### src/rtl/decoder_ctrl_pkg.sv
// Shared types and defaults for the decoder sequencing controller.
// Latency: n/a (declarations only).
// Backpressure: n/a.
package decoder_ctrl_pkg;

    localparam int DEF_LEN   = 512;  // pattern length, matches decoder512 depth
    localparam int DEF_CNT_W = 16;   // saturating match counter width
    localparam int DEF_BC_W  = 10;   // program bit counter width, 2^BC_W > LEN

    typedef enum logic [1:0] {
        IDLE    = 2'd0,
        CLEAR   = 2'd1,
        PROGRAM = 2'd2,
        DETECT  = 2'd3
    } ctrl_state_t;

endpackage

### src/rtl/sat_counter.sv
// Up-counter that sticks at all-ones, with synchronous clear.
// Latency: count updates one clock after inc.
// Backpressure: none; clr wins over a concurrent inc.
//
// Ports:
//   clk  - rising-edge clock
//   clr  - synchronous clear, result is 0 even if inc is high
//   inc  - add one this cycle unless already saturated
//   cnt  - current count
module sat_counter #(
    parameter int W = 16
) (
    input  logic         clk,
    input  logic         clr,
    input  logic         inc,
    output logic [W-1:0] cnt
);

    always_ff @(posedge clk) begin
        if (clr) begin
            cnt <= '0;
        end else if (inc && (cnt != {W{1'b1}})) begin
            cnt <= cnt + W'(1);
        end
    end

endmodule

### src/rtl/decoder_seq_ctrl.sv
// Sequences a decoder512: clear, serial program load, then armed match detection and counting.
// Latency: match is registered one clock after dec_out; match_cnt one clock after match.
// Backpressure: prg_ready high only in PROGRAM; program bits wait on prg_valid with no timeout.
//
// Build option: define NONOVERLAP_MATCH_EN to suppress matches for LEN-1 DETECT cycles
// after each reported match, so only non-overlapping occurrences are reported and counted.
//
// Ports:
//   clk, clr              - clock and synchronous active-high reset
//   start, abort          - (re)program request; cancel and clear the decoder
//   prg_valid/prg_bit     - program bit stream, accepted when prg_ready=1
//   prg_ready             - controller takes a program bit this cycle
//   sig_in                - serial signal stream, forwarded to the decoder every clock
//   cnt_clr               - zero match_cnt
//   dec_clr/dec_enable/dec_prgm/dec_sig/dec_out - decoder pins
//   busy/armed            - state != IDLE; state == DETECT
//   match/match_cnt       - registered match pulse; saturating match count
module decoder_seq_ctrl
    import decoder_ctrl_pkg::*;
#(
    parameter int LEN   = DEF_LEN,
    parameter int CNT_W = DEF_CNT_W,
    parameter int BC_W  = DEF_BC_W
) (
    input  logic             clk,
    input  logic             clr,
    input  logic             start,
    input  logic             abort,
    input  logic             prg_valid,
    input  logic             prg_bit,
    output logic             prg_ready,
    input  logic             sig_in,
    input  logic             cnt_clr,
    output logic             dec_clr,
    output logic             dec_enable,
    output logic             dec_prgm,
    output logic             dec_sig,
    input  logic             dec_out,
    output logic             busy,
    output logic             armed,
    output logic             match,
    output logic [CNT_W-1:0] match_cnt
);

    localparam logic [BC_W-1:0] LAST_BIT = BC_W'(LEN - 1);

    ctrl_state_t     state;
    ctrl_state_t     next_state;
    logic            via_abort;   // current CLEAR visit was caused by abort -> return to IDLE
    logic [BC_W-1:0] bit_cnt;
    logic            accept;
    logic            stay_detect;
    logic            match_nxt;

    assign accept      = prg_valid & prg_ready;
    assign stay_detect = (state == DETECT) && (next_state == DETECT);

    // ------------------------------------------------------------------
    // State register
    // ------------------------------------------------------------------
    always_ff @(posedge clk) begin
        if (clr) begin
            state     <= IDLE;
            via_abort <= 1'b0;
        end else begin
            state <= next_state;
            if (next_state == CLEAR) begin
                via_abort <= abort;
            end
        end
    end

    // ------------------------------------------------------------------
    // Next-state logic; abort outranks start everywhere it applies
    // ------------------------------------------------------------------
    always_comb begin
        next_state = state;
        case (state)
            IDLE: begin
                if (start && !abort) begin
                    next_state = CLEAR;
                end
            end
            CLEAR: begin
                if (abort) begin
                    next_state = CLEAR;
                end else if (via_abort) begin
                    next_state = IDLE;
                end else begin
                    next_state = PROGRAM;
                end
            end
            PROGRAM: begin
                // start is deliberately ignored while loading
                if (abort) begin
                    next_state = CLEAR;
                end else if (accept && (bit_cnt == LAST_BIT)) begin
                    next_state = DETECT;
                end
            end
            DETECT: begin
                if (abort || start) begin
                    next_state = CLEAR;
                end
            end
            default: next_state = IDLE;
        endcase
    end

    // ------------------------------------------------------------------
    // Outputs; gated by clr so they read as reset values during reset
    // ------------------------------------------------------------------
    always_comb begin
        prg_ready  = 1'b0;
        busy       = 1'b0;
        armed      = 1'b0;
        dec_clr    = clr | (state == CLEAR);
        dec_prgm   = prg_bit;
        dec_sig    = sig_in;
        if (!clr) begin
            prg_ready = (state == PROGRAM);
            busy      = (state != IDLE);
            armed     = (state == DETECT);
        end
        dec_enable = prg_valid & prg_ready;
    end

    // ------------------------------------------------------------------
    // Program bit counter
    // ------------------------------------------------------------------
    always_ff @(posedge clk) begin
        if (clr) begin
            bit_cnt <= '0;
        end else if (state == CLEAR) begin
            bit_cnt <= '0;
        end else if ((state == PROGRAM) && accept) begin
            bit_cnt <= bit_cnt + BC_W'(1);
        end
    end

    // ------------------------------------------------------------------
    // Match qualification. A match seen on the cycle DETECT is left is
    // dropped so match never shows up outside DETECT.
    // ------------------------------------------------------------------
`ifdef NONOVERLAP_MATCH_EN
    logic [BC_W-1:0] holdoff;

    assign match_nxt = stay_detect && dec_out && (holdoff == '0);

    // Loaded together with the match pulse, so the next report is LEN cycles later.
    always_ff @(posedge clk) begin
        if (clr) begin
            holdoff <= '0;
        end else if (next_state != DETECT) begin
            holdoff <= '0;
        end else if (match_nxt) begin
            holdoff <= LAST_BIT;
        end else if (holdoff != '0) begin
            holdoff <= holdoff - BC_W'(1);
        end
    end
`else
    assign match_nxt = stay_detect && dec_out;
`endif

    always_ff @(posedge clk) begin
        if (clr) begin
            match <= 1'b0;
        end else begin
            match <= match_nxt;
        end
    end

    sat_counter #(
        .W (CNT_W)
    ) u_match_cnt (
        .clk (clk),
        .clr (clr | cnt_clr),
        .inc (match),
        .cnt (match_cnt)
    );

endmodule

### config.mk
export PLATFORM = sky130hd
export DESIGN_NAME = decoder_seq_ctrl
export DESIGN_NICKNAME = d
export VERILOG_FILES = /design/src/rtl/decoder_ctrl_pkg.sv /design/src/rtl/sat_counter.sv /design/src/rtl/decoder_seq_ctrl.sv
export SDC_FILE = /design/constraint.sdc
export NUM_CORES = 1
export LEC_CHECK = 0
export ABC_AREA = 1
export ABC_CLOCK_PERIOD_IN_PS = 1750
export CAP_MARGIN = 10
export CORE_ASPECT_RATIO = 1.4
export CORE_MARGIN = 3
export CORE_UTILIZATION = 51
export DETAILED_ROUTE_END_ITERATION = 10
export HOLD_SLACK_MARGIN = 0.03
export PLACE_DENSITY = 0.86
export SETUP_SLACK_MARGIN = 0.02
export SLEW_MARGIN = 20
export SYNTH_ARGS = -nofsm -noshare
export SYNTH_HDL_FRONTEND = slang
export SYNTH_HIERARCHICAL = 1
export SYNTH_SLANG_ARGS = --single-unit
export TNS_END_PERCENT = 5
### constraint.sdc
create_clock -name clk -period 1.75 [get_ports clk]
set_input_delay 0.35 -clock clk [delete_from_list [all_inputs] [get_ports clk]]
set_output_delay 0.35 -clock clk [all_outputs]
set_load 0.02 [all_outputs]
==> metrics.txt <==
status completed; total power 1700 µW; number of DRC markers in iteration 0 50; most frequent cells in the layout 65 x nand2_1, 50 x nor2_1, 30 x dfxtp_1, 23 x inv_1, 19 x clkdlybuf4s50_1; global-route wire length before repair 6610 µm; # setup viols final 0; Yosys warning count 6; initial antenna violation count 0; clock-pin slew on the worst setup and hold paths 0.07 ns; top cell family by delay on the critical path buffers and inverters; Arrival @ worst endpoint 1.32 ns; Chip Width 54.5 µm; Hold Slack 0.474 ns; startpoint types flip-flop; setup ws final 0.0776 ns; clock skew 0.00731 ns; grt total ovfl 0; Least-Margin Pin Slew 0.304 ns; count of different cell masters after synthesis 27; # DRC 0; DRT Pass-1 Iters 4; Post-Syn Instances 256; HP Class reg2reg; Clock Tree Root clkbuf_8; Clock Sinks 30; Seq cells post-synth 30; routed length per placed instance 10.9 µm; multi-input logic area 950 µm²; Cell Chain, Critical Path clkdlybuf4s50_1; share of layout cells above drive strength 1 0.195; final net count 313; storage element area 601 µm²; clock buffer depth 2; Worst-Skew Late Latency 0.28 ns; vias per cell 5.02; Final GP Congestion 0.796; max cap viols 0; CP Max Fanout 5; Buffers & Inverters on Critical Path 1; CTS tree done; Synth Area per Inst 6.56 µm²; largest net degree at the start of global routing 11; Worst path max stage delay 0.64 ns; Setup WS pre-CTS -0.399 ns; commonest non-fill, non-tap cell in the layout nand2_1; PortBufs 28; CTS H-Tree Depth 2; RSZ-0062 raised after global routing false; Seq/Total Area, Yosys 0.357; syn_nets 267; Final Critical Period 1.67 ns; Leak 0.000949 µW; P&R area growth vs syn 33.6%; DP Wirelength 2810 µm; Post-Route WL 3710 µm; Finished Cell Area 2240 µm²; slowest stage cell, crit path clkdlybuf4s50_1; vias in the first global route 1,663; fmax 0.598 GHz; Slew HR 0.797; Slew Limit Fails 0; Die Footprint 4030 µm²; die span in y 73.9 µm; Setup CP Type reg2out; crit share post-route 0.956; TritonCTS buffer count 5; post-synthesis cell area 1680 µm²; Starting Density 0.538; Max rail drop VDD 0.663 mV; crit end category output port; power density cells 756 nW/µm²; IO Count 33; hold violation total from the final report 0; routed vias 1,718; placed inst area 2090 µm²; Final ANT Viol Nets 0; # rows 24; fill count 254; WP data required 1.40 ns; Inserted Diodes 0; CORE AREA 3120 µm²; Tot GR Track Use 0.224
[worst paths after layout]
path,slack (ns),cells after the start,from,end
worst max register to register,0.23,6,u_match_cnt/cnt[0],u_match_cnt/cnt[15]
worst min-delay path,0.47,1,bit_cnt[3],bit_cnt[3]
worst min register to register,0.47,1,bit_cnt[3],bit_cnt[3]
worst max-delay path,0.08,1,u_match_cnt/cnt[3],match_cnt[3]
[repair_timing]
| action | in CTS | in global routing |
|---|---|---|
| hold buffers | 0 | 0 |
| setup buffers | 0 | 0 |
| cloned | 0 | 0 |
| resized for setup | 15 | 5 |
| endpoints found under the setup margin | 5 | 5 |
[flip-flops by register name (all words and copies together), names as in the netlist]
signal,flops
bit_cnt,10
match,1
state,2
u_match_cnt/cnt,16
via_abort,1
[layer usage]
layer | routed length, µm | vias up | share of wire | global-route usage
met5 | 0 | - | 0 | 0
met4 | 77 | 0 | 0.021 | 0.119
met3 | 146 | 6 | 0.039 | 0.0588
met2 | 2070 | 41 | 0.56 | 0.413
met1 | 1420 | 772 | 0.38 | 0.215
li1 | - | 899 | - | -
[synthesized netlist by cell type (all sizes together)]
master | instances | area [µm²]
nand3 | 17 | 97.6
nand4 | 4 | 25.0
o21ai | 6 | 30.0
dfxtp | 30 | 601
clkbuf | 1 | 7.51
nor3 | 5 | 30.0
buf | 3 | 20.0
nor2 | 69 | 347
ha | 2 | 25.0
or2 | 2 | 12.5
o21a | 1 | 7.51
nand2 | 70 | 275
a21oi | 15 | 75.1
xnor2 | 1 | 8.76
nor3b | 1 | 7.51
inv | 28 | 105
nor4 | 1 | 6.26
[where the power goes]
part	switching (µW)	internal [µW]	total (µW)
registers	5.38	690	695
clock network	269	607	877
logic	71.2	54.7	126
total	346	1350	1700
[metrics by stage]
stage	cells	TNS (ns)	utilization
after floorplan	256	0	-
after global placement	334	-2.41	0.671
after detailed placement	334	-3.09	0.671
after CTS	342	0	0.717
after global routing	342	0	0.719
final	342	0	0.719
[logic make-up (layout without fill, tap and decap cells)]
kind of cell / count (synthesis) / in the layout / share of synthesized area
compound gates: 22 / 22 / 0.0670
xor+xnor: 1 / 1 / 0.00521
fa+ha+maj: 2 / 2 / 0.0149
buf+inv: 32 / 79 / 0.0789
flops: 30 / 30 / 0.357
simple gates: 169 / 169 / 0.477
[layout make-up]
class                           count  share of cell area
Multi-Input combinational cell    194               0.423
Sequential cell                    30               0.268
Timing Repair Buffer               43               0.177
Inverter                           28              0.0468
Clock buffer                        6              0.0368
Clock inverter                      2              0.0268
Tap cell                           39              0.0217
No activity file was read; power rests on OpenSTA's default activity.
